===== src/rtl/ltpi_sched_pkg.sv =====
// Shared types and helpers for the LTPI TX frame-slot scheduler.
package ltpi_sched_pkg;

  typedef enum logic [1:0] {
    IDLE      = 2'd0,
    WAIT_SLOT = 2'd1,
    BUSY      = 2'd2
  } sched_state_t;

  // Index width for n requesters; never narrower than one bit.
  function automatic int idx_w(input int n);
    return (n <= 2) ? 1 : $clog2(n);
  endfunction

endpackage


===== src/rtl/ltpi_rr_picker.sv =====
// Round-robin find-first: lowest set req bit at or above rr_ptr, else lowest set bit overall.
module ltpi_rr_picker
  import ltpi_sched_pkg::*;
#(
  parameter int NUM_REQ = 4,
  parameter int IDX_W   = idx_w(NUM_REQ)
) (
  input  logic [NUM_REQ-1:0] req,
  input  logic [IDX_W-1:0]   rr_ptr,
  output logic               found,
  output logic [IDX_W-1:0]   idx,
  output logic [NUM_REQ-1:0] onehot
);

  logic [NUM_REQ-1:0] w_masked;
  logic [IDX_W-1:0]   w_idx_m;
  logic [IDX_W-1:0]   w_idx_u;

  genvar gi;
  generate
    for (gi = 0; gi < NUM_REQ; gi++) begin : g_mask
      assign w_masked[gi] = req[gi] && (IDX_W'(gi) >= rr_ptr);
      assign onehot[gi]   = found && (idx == IDX_W'(gi));
    end
  endgenerate

  // Scan downward so the lowest set bit is the one left standing.
  always_comb begin
    w_idx_m = '0;
    w_idx_u = '0;
    for (int i = NUM_REQ - 1; i >= 0; i--) begin
      if (w_masked[i]) w_idx_m = IDX_W'(i);
      if (req[i])      w_idx_u = IDX_W'(i);
    end
  end

  assign found = |req;
  assign idx   = (|w_masked) ? w_idx_m : w_idx_u;

endmodule


===== src/rtl/ltpi_tx_frame_scheduler.sv =====
// Chooses default I/O frame or a round-robin data channel for each formatter slot;
// forces a default frame after DEF_EVERY data frames and aborts stalled frames.
module ltpi_tx_frame_scheduler
  import ltpi_sched_pkg::*;
#(
  parameter int NUM_REQ   = 4,
  parameter int DEF_EVERY = 2,
  parameter int TIMEOUT   = 255,
  parameter int IDX_W     = idx_w(NUM_REQ)
) (
  input  logic               clk,
  input  logic               reset_n,
  input  logic               link_aligned,
  input  logic               slot_req,
  input  logic               frame_done,
  input  logic [NUM_REQ-1:0] req,
  input  logic               err_clr,
  output logic [NUM_REQ-1:0] gnt,
  output logic               sel_valid,
  output logic               sel_default,
  output logic [IDX_W-1:0]   sel_idx,
  output logic               busy,
  output logic               timeout_err,
  output logic               overlap_err
);

  localparam int CNT_W = $clog2(DEF_EVERY + 1);
  localparam int TMO_W = $clog2(TIMEOUT);

  sched_state_t       r_state, w_state_next;
  logic [IDX_W-1:0]   r_rr_ptr, w_rr_next;
  logic [CNT_W-1:0]   r_nondef_cnt, w_cnt_next;
  logic [TMO_W-1:0]   r_tmo_cnt, w_tmo_next;
  logic [NUM_REQ-1:0] r_gnt, w_gnt_next;
  logic               r_sel_valid, w_valid_next;
  logic               r_sel_default, w_def_next;
  logic [IDX_W-1:0]   r_sel_idx, w_idx_next;
  logic               r_busy, w_busy_next;
  logic               r_timeout_err, w_terr_next;
  logic               r_overlap_err, w_oerr_next;
  logic               w_decide;

  logic               w_found;
  logic [IDX_W-1:0]   w_pick_idx;
  logic [NUM_REQ-1:0] w_pick_onehot;

  ltpi_rr_picker #(.NUM_REQ(NUM_REQ), .IDX_W(IDX_W)) u_picker (
    .req    (req),
    .rr_ptr (r_rr_ptr),
    .found  (w_found),
    .idx    (w_pick_idx),
    .onehot (w_pick_onehot)
  );

  always_ff @(posedge clk) begin
    if (!reset_n) begin
      r_state       <= IDLE;
      r_rr_ptr      <= '0;
      r_nondef_cnt  <= '0;
      r_tmo_cnt     <= '0;
      r_gnt         <= '0;
      r_sel_valid   <= 1'b0;
      r_sel_default <= 1'b0;
      r_sel_idx     <= '0;
      r_busy        <= 1'b0;
      r_timeout_err <= 1'b0;
      r_overlap_err <= 1'b0;
    end else begin
      r_state       <= w_state_next;
      r_rr_ptr      <= w_rr_next;
      r_nondef_cnt  <= w_cnt_next;
      r_tmo_cnt     <= w_tmo_next;
      r_gnt         <= w_gnt_next;
      r_sel_valid   <= w_valid_next;
      r_sel_default <= w_def_next;
      r_sel_idx     <= w_idx_next;
      r_busy        <= w_busy_next;
      r_timeout_err <= w_terr_next;
      r_overlap_err <= w_oerr_next;
    end
  end

  always_comb begin
    w_state_next = r_state;
    w_rr_next    = r_rr_ptr;
    w_cnt_next   = r_nondef_cnt;
    w_tmo_next   = r_tmo_cnt;
    w_gnt_next   = '0;
    w_valid_next = 1'b0;
    w_def_next   = 1'b0;
    w_idx_next   = r_sel_idx;
    w_busy_next  = r_busy;
    // Error sets below are applied after the clear, so a coincident set wins.
    w_terr_next  = r_timeout_err & ~err_clr;
    w_oerr_next  = r_overlap_err & ~err_clr;
    w_decide     = 1'b0;

    if (!link_aligned) begin
      w_state_next = IDLE;
      w_rr_next    = '0;
      w_cnt_next   = '0;
      w_tmo_next   = '0;
      w_busy_next  = 1'b0;
    end else begin
      case (r_state)
        IDLE: begin
          w_state_next = WAIT_SLOT;
          w_busy_next  = 1'b0;
        end
        WAIT_SLOT: w_decide = slot_req;
        BUSY: begin
          if (frame_done && slot_req) begin
            w_decide = 1'b1;
          end else if (frame_done) begin
            w_state_next = WAIT_SLOT;
            w_busy_next  = 1'b0;
          end else begin
            if (slot_req) w_oerr_next = 1'b1;
            if (r_tmo_cnt == TMO_W'(TIMEOUT - 1)) begin
              w_terr_next  = 1'b1;
              w_busy_next  = 1'b0;
              w_state_next = WAIT_SLOT;
            end else begin
              w_tmo_next = r_tmo_cnt + TMO_W'(1);
            end
          end
        end
        default: w_state_next = IDLE;
      endcase
    end

    if (w_decide) begin
      w_state_next = BUSY;
      w_busy_next  = 1'b1;
      w_tmo_next   = '0;
      w_valid_next = 1'b1;
      if (!w_found || (r_nondef_cnt == CNT_W'(DEF_EVERY))) begin
        w_def_next = 1'b1;
        w_cnt_next = '0;
      end else begin
        w_gnt_next = w_pick_onehot;
        w_idx_next = w_pick_idx;
        w_rr_next  = (w_pick_idx == IDX_W'(NUM_REQ - 1)) ? '0 : w_pick_idx + IDX_W'(1);
        w_cnt_next = r_nondef_cnt + CNT_W'(1);
      end
    end
  end

  assign gnt         = r_gnt;
  assign sel_valid   = r_sel_valid;
  assign sel_default = r_sel_default;
  assign sel_idx     = r_sel_idx;
  assign busy        = r_busy;
  assign timeout_err = r_timeout_err;
  assign overlap_err = r_overlap_err;

endmodule


===== config.mk =====
export PLATFORM = sky130hd
export DESIGN_NAME = ltpi_tx_frame_scheduler
export DESIGN_NICKNAME = d
export VERILOG_FILES = /design/src/rtl/ltpi_sched_pkg.sv /design/src/rtl/ltpi_rr_picker.sv /design/src/rtl/ltpi_tx_frame_scheduler.sv
export SDC_FILE = /design/constraint.sdc
export NUM_CORES = 1
export LEC_CHECK = 0
export BUFFER_PORTS_ARGS = -buffer_cell sky130_fd_sc_hd__buf_4
export CAP_MARGIN = 20
export CORE_MARGIN = 2
export CORE_UTILIZATION = 58
export DETAILED_ROUTE_END_ITERATION = 12
export PLACE_DENSITY = 0.83
export SLEW_MARGIN = 20
export SYNTH_ARGS = -nofsm -noshare
export SYNTH_HDL_FRONTEND = slang
export SYNTH_SLANG_ARGS = --single-unit

===== constraint.sdc =====
create_clock -name clk -period 2.7 [get_ports clk]
set_clock_uncertainty 0.05 [all_clocks]
set_input_delay 0.54 -clock clk [delete_from_list [all_inputs] [get_ports clk]]
set_output_delay 0.54 -clock clk [all_outputs]
set_load 0.02 [all_outputs]

Word level (Yosys, flattened, before mapping). Index checks and enable logic that the tools add are counted.

Flip-flop bits (word level): 25. Input port bits: 10. Output and inout port bits: 11. Logic and storage cells: 110.

Add/sub/neg operators: 3. Magnitude comparators: 4. Equal/unequal tests: 14. Mux-type cells: 43. Bitwise gates (word level): 11. Reductions and logical operators: 23.

Operator list (number): two-way mux 2 bit (21); two-way mux 1 bit (19); logical AND 1 bit (9); inverter 1 bit (9); AND reduction 3 bit (3); adder 8 x 1 -> 8 bit (second input constant) (1); == test 2 bit (second input constant) (4); == test 8 bit (second input constant) (1); OR reduction 4 bit (2); inequality test 3 bit (second input constant) (2); case mux 2 bit (3 select lines) (1); OR reduction 3 bit (2); inequality test 5 bit (second input constant) (1); adder 2 x 1 -> 2 bit (second input constant) (2); == test 2 x 1 -> 1 bit (second input constant) (2); greater-or-equal comparator 1 x 2 -> 1 bit (first input constant) (2); greater-or-equal comparator 2 bit (first input constant) (2); zero test 2 bit (2); inequality test 4 x 1 -> 1 bit (second input constant) (1); inequality test 4 bit (second input constant) (1); case mux 1 bit (2 select lines) (2); AND reduction 2 bit (2); AND reduction 4 bit (1); bitwise AND 1 bit (2); 4 further kinds (4).

Depth between registers and ports, before layout.
Depth in word-level cells: 11. Depth in mapped cells: 7. Mapped depth without buffers: 7.

Modules after synthesis. From an unflattened synthesis, not the netlist that was laid out.

Cell total of the unflattened synthesis: 154. Area, all modules: 1393.8 sq um.

Modules (own cells, without submodules): ltpi_tx_frame_scheduler (instances 1, cells each 126, area each 1221.2 sq um, sequential area each 500.5 sq um); ltpi_rr_picker (instances 1, cells each 28, area each 172.7 sq um, sequential area each 0.0 sq um).

Worst setup path after synthesis. No wires, ideal clock.

Kind: input-to-reg. From: in req[3]. To: reg r_rr_ptr[1]. Library setup time: 0.070 ns. Arrival time: 1.724 ns. Required time: 2.580 ns. Path slack: 0.857 ns. Stages on the path: 6. Buffers on the path: 0. Path through: and3b_1 > o21ai_0 > nand2_1 > ha_1 > or3_1 > a21oi_1.

Longest elaborated chain between the ends: 10. Elaborated cells on any way between the ends: 19. Classes of those cells: add/sub (1); eq/ne (1); mux (12); reduce/logical (5).

Ends and longest elaborated chain: start: declaration (line ltpi_tx_frame_scheduler.sv:16) `input logic [NUM_REQ-1:0] req,`; logical AND 1 bit (line ltpi_rr_picker.sv:22) `assign w_masked[gi] = req[gi] && (IDX_W'(gi) >= rr_ptr);`; two-way mux 2 bit (4 in series) (line ltpi_rr_picker.sv:32) `if (w_masked[i]) w_idx_m = IDX_W'(i);`; two-way mux 2 bit (line ltpi_rr_picker.sv:38) `assign idx = (|w_masked) ? w_idx_m : w_idx_u;`; adder 2 x 1 -> 2 bit or == test 2 bit (tied branches) (line ltpi_tx_frame_scheduler.sv:143) `w_rr_next = (w_pick_idx == IDX_W'(NUM_REQ - 1)) ? '0 : w_pick_idx + IDX_W'(1);`; two-way mux 2 bit (line ltpi_tx_frame_scheduler.sv:143); two-way mux 2 bit * (line ltpi_tx_frame_scheduler.sv:137) `if (!w_found || (r_nondef_cnt == CNT_W'(DEF_EVERY))) begin`; two-way mux 2 bit * (line ltpi_tx_frame_scheduler.sv:132) `if (w_decide) begin`; end signal: assignment (line ltpi_tx_frame_scheduler.sv:70) `r_rr_ptr <= w_rr_next;`; end: declaration (line ltpi_tx_frame_scheduler.sv:31) `logic [IDX_W-1:0] r_rr_ptr, w_rr_next;`.

Every way passes the cells marked *; elsewhere a longest branch is shown, timed or not. A chain may end at the register's enable or synchronous reset.

Worst setup path after layout.
From: reg r_rr_ptr[1]. To: reg r_rr_ptr[1].

Longest elaborated chain between the ends: 11. Elaborated cells on any way between the ends: 20. Classes of those cells: add/sub (1); order compare (4); eq/ne (1); mux (9); reduce/logical (5).

Ends and longest elaborated chain: greater-or-equal comparator 2 bit (line ltpi_rr_picker.sv:22); logical AND 1 bit (line ltpi_rr_picker.sv:22); two-way mux 2 bit (4 in series) (line ltpi_rr_picker.sv:32); two-way mux 2 bit * (line ltpi_rr_picker.sv:38); via u_picker.idx[0] (line ltpi_rr_picker.sv:11) `output logic [IDX_W-1:0] idx,`; adder 2 x 1 -> 2 bit or == test 2 bit (tied branches) (line ltpi_tx_frame_scheduler.sv:143); two-way mux 2 bit * (line ltpi_tx_frame_scheduler.sv:143); two-way mux 2 bit * (line ltpi_tx_frame_scheduler.sv:137); two-way mux 2 bit * (line ltpi_tx_frame_scheduler.sv:132).

Mark *: on every way through the listed nets, which the timed path passes. The rest lies on a longest branch.

==> results.toml <==
[timing]
tightestPinTransition_ps = 366.8
finalMaxSlewViolations = 0
hold_viol = 0
timing.final.crit_share = 0.6974
relSlewSlack = 0.7544
rsz0062_at_grt = "false"
setup_ws_ps = 816.9
fin_crit_ps = 1883
finalSetupViolCount = 0
fmax_mhz = 531.0
setup_tns_ps = 0
whs_ps = 421.7

[cells_and_area]
n_antenna_cell = 0
drive_above_1_share = 0.2000
final_net_count = 181
layout_common_cells = "dfxtp_1, buf_4, inv_1, nor2_1"
layout_commonest_cell = "dfxtp_1"
final_cells = 187
postLayoutCellArea_um2 = 1446
area_growth_pct = 16.30

[clock_network]
cts_tree = "yes"
cts_made_buffers = 3
cts_setup_buffers = 0
cts_max_path_buffers = 2
cts_root_buf = "clkbuf_4"
numClockSinks = 25
holdBufCountCts = 0
cts.clk_slew.worst_paths_ps = 130
clock_latency_ps = 310
post_cts_resize_count = 0
cts_max_level = 1

[global_routing]
use_met3 = 0.03869
grt_remaining_overflow = 0
use_met1 = 0.2657
grt_pass1_wl_um = 4333
grt_max_degree = 14
grt_pass1_vias = 1053
track_usage = 0.2186
grt_util_met2 = 0.3991
grt_busiest_layer = "met2"
antenna_found_initial = 0

[detailed_routing]
vias = 1054
viasPerCell = 5.636
drtPass1Iterations = 4
drc = 0
ant_nets = 0
wl_per_cell_um = 13.66
drtIter0Drc = 24
wl_um = 2554

[yosys]
synth-simple-area-share = 0.2475
synth_nets = 158
ys_seq_area_frac = 0.4024
syn_area_um2 = 1244
avgSynthCellArea_um2 = 9.012
synth_xor_area_frac = 0.02817
yosys_warnings = 0
synthAdderAreaFrac = 0.1006
synth-compound-area-share = 0.1821
yosysUniqueCellTypes = 41
async_reset_ff_frac = 0
ys.flop_type = "dfxtp_1"
synth_seq_cells = 25
syn_inst = 138
synth_top_family_by_area = "simple AND/OR/NAND/NOR gates"
synth_edf_count = 0
muxShareOfSynthArea = 0

[power_and_ir_drop]
powerDensity_nw_per_um2 = 404.3
total_leakage_power_nw = 0.5967
vdd_ir_drop_max_mv = 0.2501

[worst_hold_path]
hp-class = "flip-flop to flip-flop"
hold-path-cell-count = 2

[job]
maxCapViolations = 0

[setup_path]
path_delay_family = "simple AND/OR/NAND/NOR gates"
cp.required_ps = 2900
cp.depth = 7
cp-start-kind = "flip-flop"
crit_buf_inv = 1
cp_slowest_cell = "dfxtp_1"
critPathKind = "flip-flop to flip-flop"
critical_path_peak_fanout = 6
cpPeakStageDelay_ps = 440
cp.arrival_ps = 2080
cp_cell_sequence = "nand2b_1 -> nand3_1 -> o211ai_1 -> inv_1 -> ha_1 -> or3_1 -> a21oi_1"
reg2reg_depth = 7
end_kind = "flip-flop"

[place]
port_buffers = 20
place_inst = 183
place_area_um2 = 1420
dp_slack_ps = 645.4
gp_congestion = 0.7899
place_hpwl_um = 2054

[die]
die_x_um = 50.31
rows = 16
start_util = 0.6213
ios = 21
core_area_um2 = 2002
fp.dieH_um = 50.31
die_area_um2 = 2531

[outcome]
status = "completed"
synth_stat cells, types with 2 or more instances:
library cell | n | area share
o21ai_0 | 5 | 0.020
o21ai_1 | 2 | 0.0080
and2_1 | 2 | 0.010
a211oi_1 | 2 | 0.012
ha_1 | 10 | 0.10
nand2_1 | 10 | 0.030
nand4_2 | 2 | 0.020
inv_1 | 11 | 0.033
or3_1 | 3 | 0.015
xnor2_1 | 2 | 0.014
nor2_1 | 11 | 0.033
clkbuf_1 | 2 | 0.0060
o21a_1 | 2 | 0.012
xor2_1 | 2 | 0.014
o31ai_1 | 2 | 0.012
a32oi_1 | 2 | 0.014
nand2b_1 | 2 | 0.010
dfxtp_1 | 25 | 0.40
o211ai_1 | 3 | 0.018
nand4_1 | 2 | 0.010
a21oi_1 | 8 | 0.032
and3_1 | 5 | 0.025
nand3_1 | 5 | 0.020
routing by layer:
metal  routed length, um  vias to the layer above
met5                   0                        -
met4                   8                        0
met3                  76                        2
met2                1278                       14
met1                1191                      498
li1                    -                      540
logic make-up after synthesis:
| kind of cell | count (synthesis) |
|---|---|
| flip-flops | 25 |
| adder cells (fa/ha/maj) | 10 |
| buffers and inverters | 13 |
| XOR/XNOR | 4 |
| AND/OR/NAND/NOR | 52 |
| AO/OA/AOI/OAI | 34 |
stage by stage:
step,util,total power (W)
2_1_floorplan,-,0.0004087
3_3_place_gp,0.7094,0.0004274
3_5_place_dp,0.7094,0.0004297
4_1_cts,0.7225,0.0005870
5_1_grt,0.7225,0.0006071
6_report,0.7225,0.0005848
worst min-delay path, cell delays in order (launching register included):
cell,delay (ps)
dfxtp_1,340
nand2_1,50
a21oi_1,50
final cells by class:
type                            count  area [um2]
Clock buffer                        4       26.28
Multi-Input combinational cell    100       694.4
Tap cell                           27       33.78
Timing Repair Buffer               20       150.1
Fill cell                         166       555.5
Inverter                           11       41.29
Sequential cell                    25       500.5
flip-flops by register name, summed over array words and instances (netlist names):
name and flops:
timeout_err 1, sel_valid 1, busy 1, gnt 4, sel_idx 2, r_tmo_cnt 8, overlap_err 1, sel_default 1
r_nondef_cnt 2, r_rr_ptr 2, r_state 2
worst paths after layout:
check | from | to | slack, ps
max | r_rr_ptr[1] | r_rr_ptr[1] | 820
max reg2reg | r_rr_ptr[1] | r_rr_ptr[1] | 820
min | r_nondef_cnt[0] | r_nondef_cnt[0] | 420
min reg2reg | r_nondef_cnt[0] | r_nondef_cnt[0] | 420
where the power goes:
group	total, W	internal, W	switching [W]
Clock	0.000163	0.0000576	0.000106
Sequential	0.000372	0.000371	0.00000101
Combinational	0.0000500	0.0000205	0.0000295
Note: power is estimated with default switching activity, not from simulation.
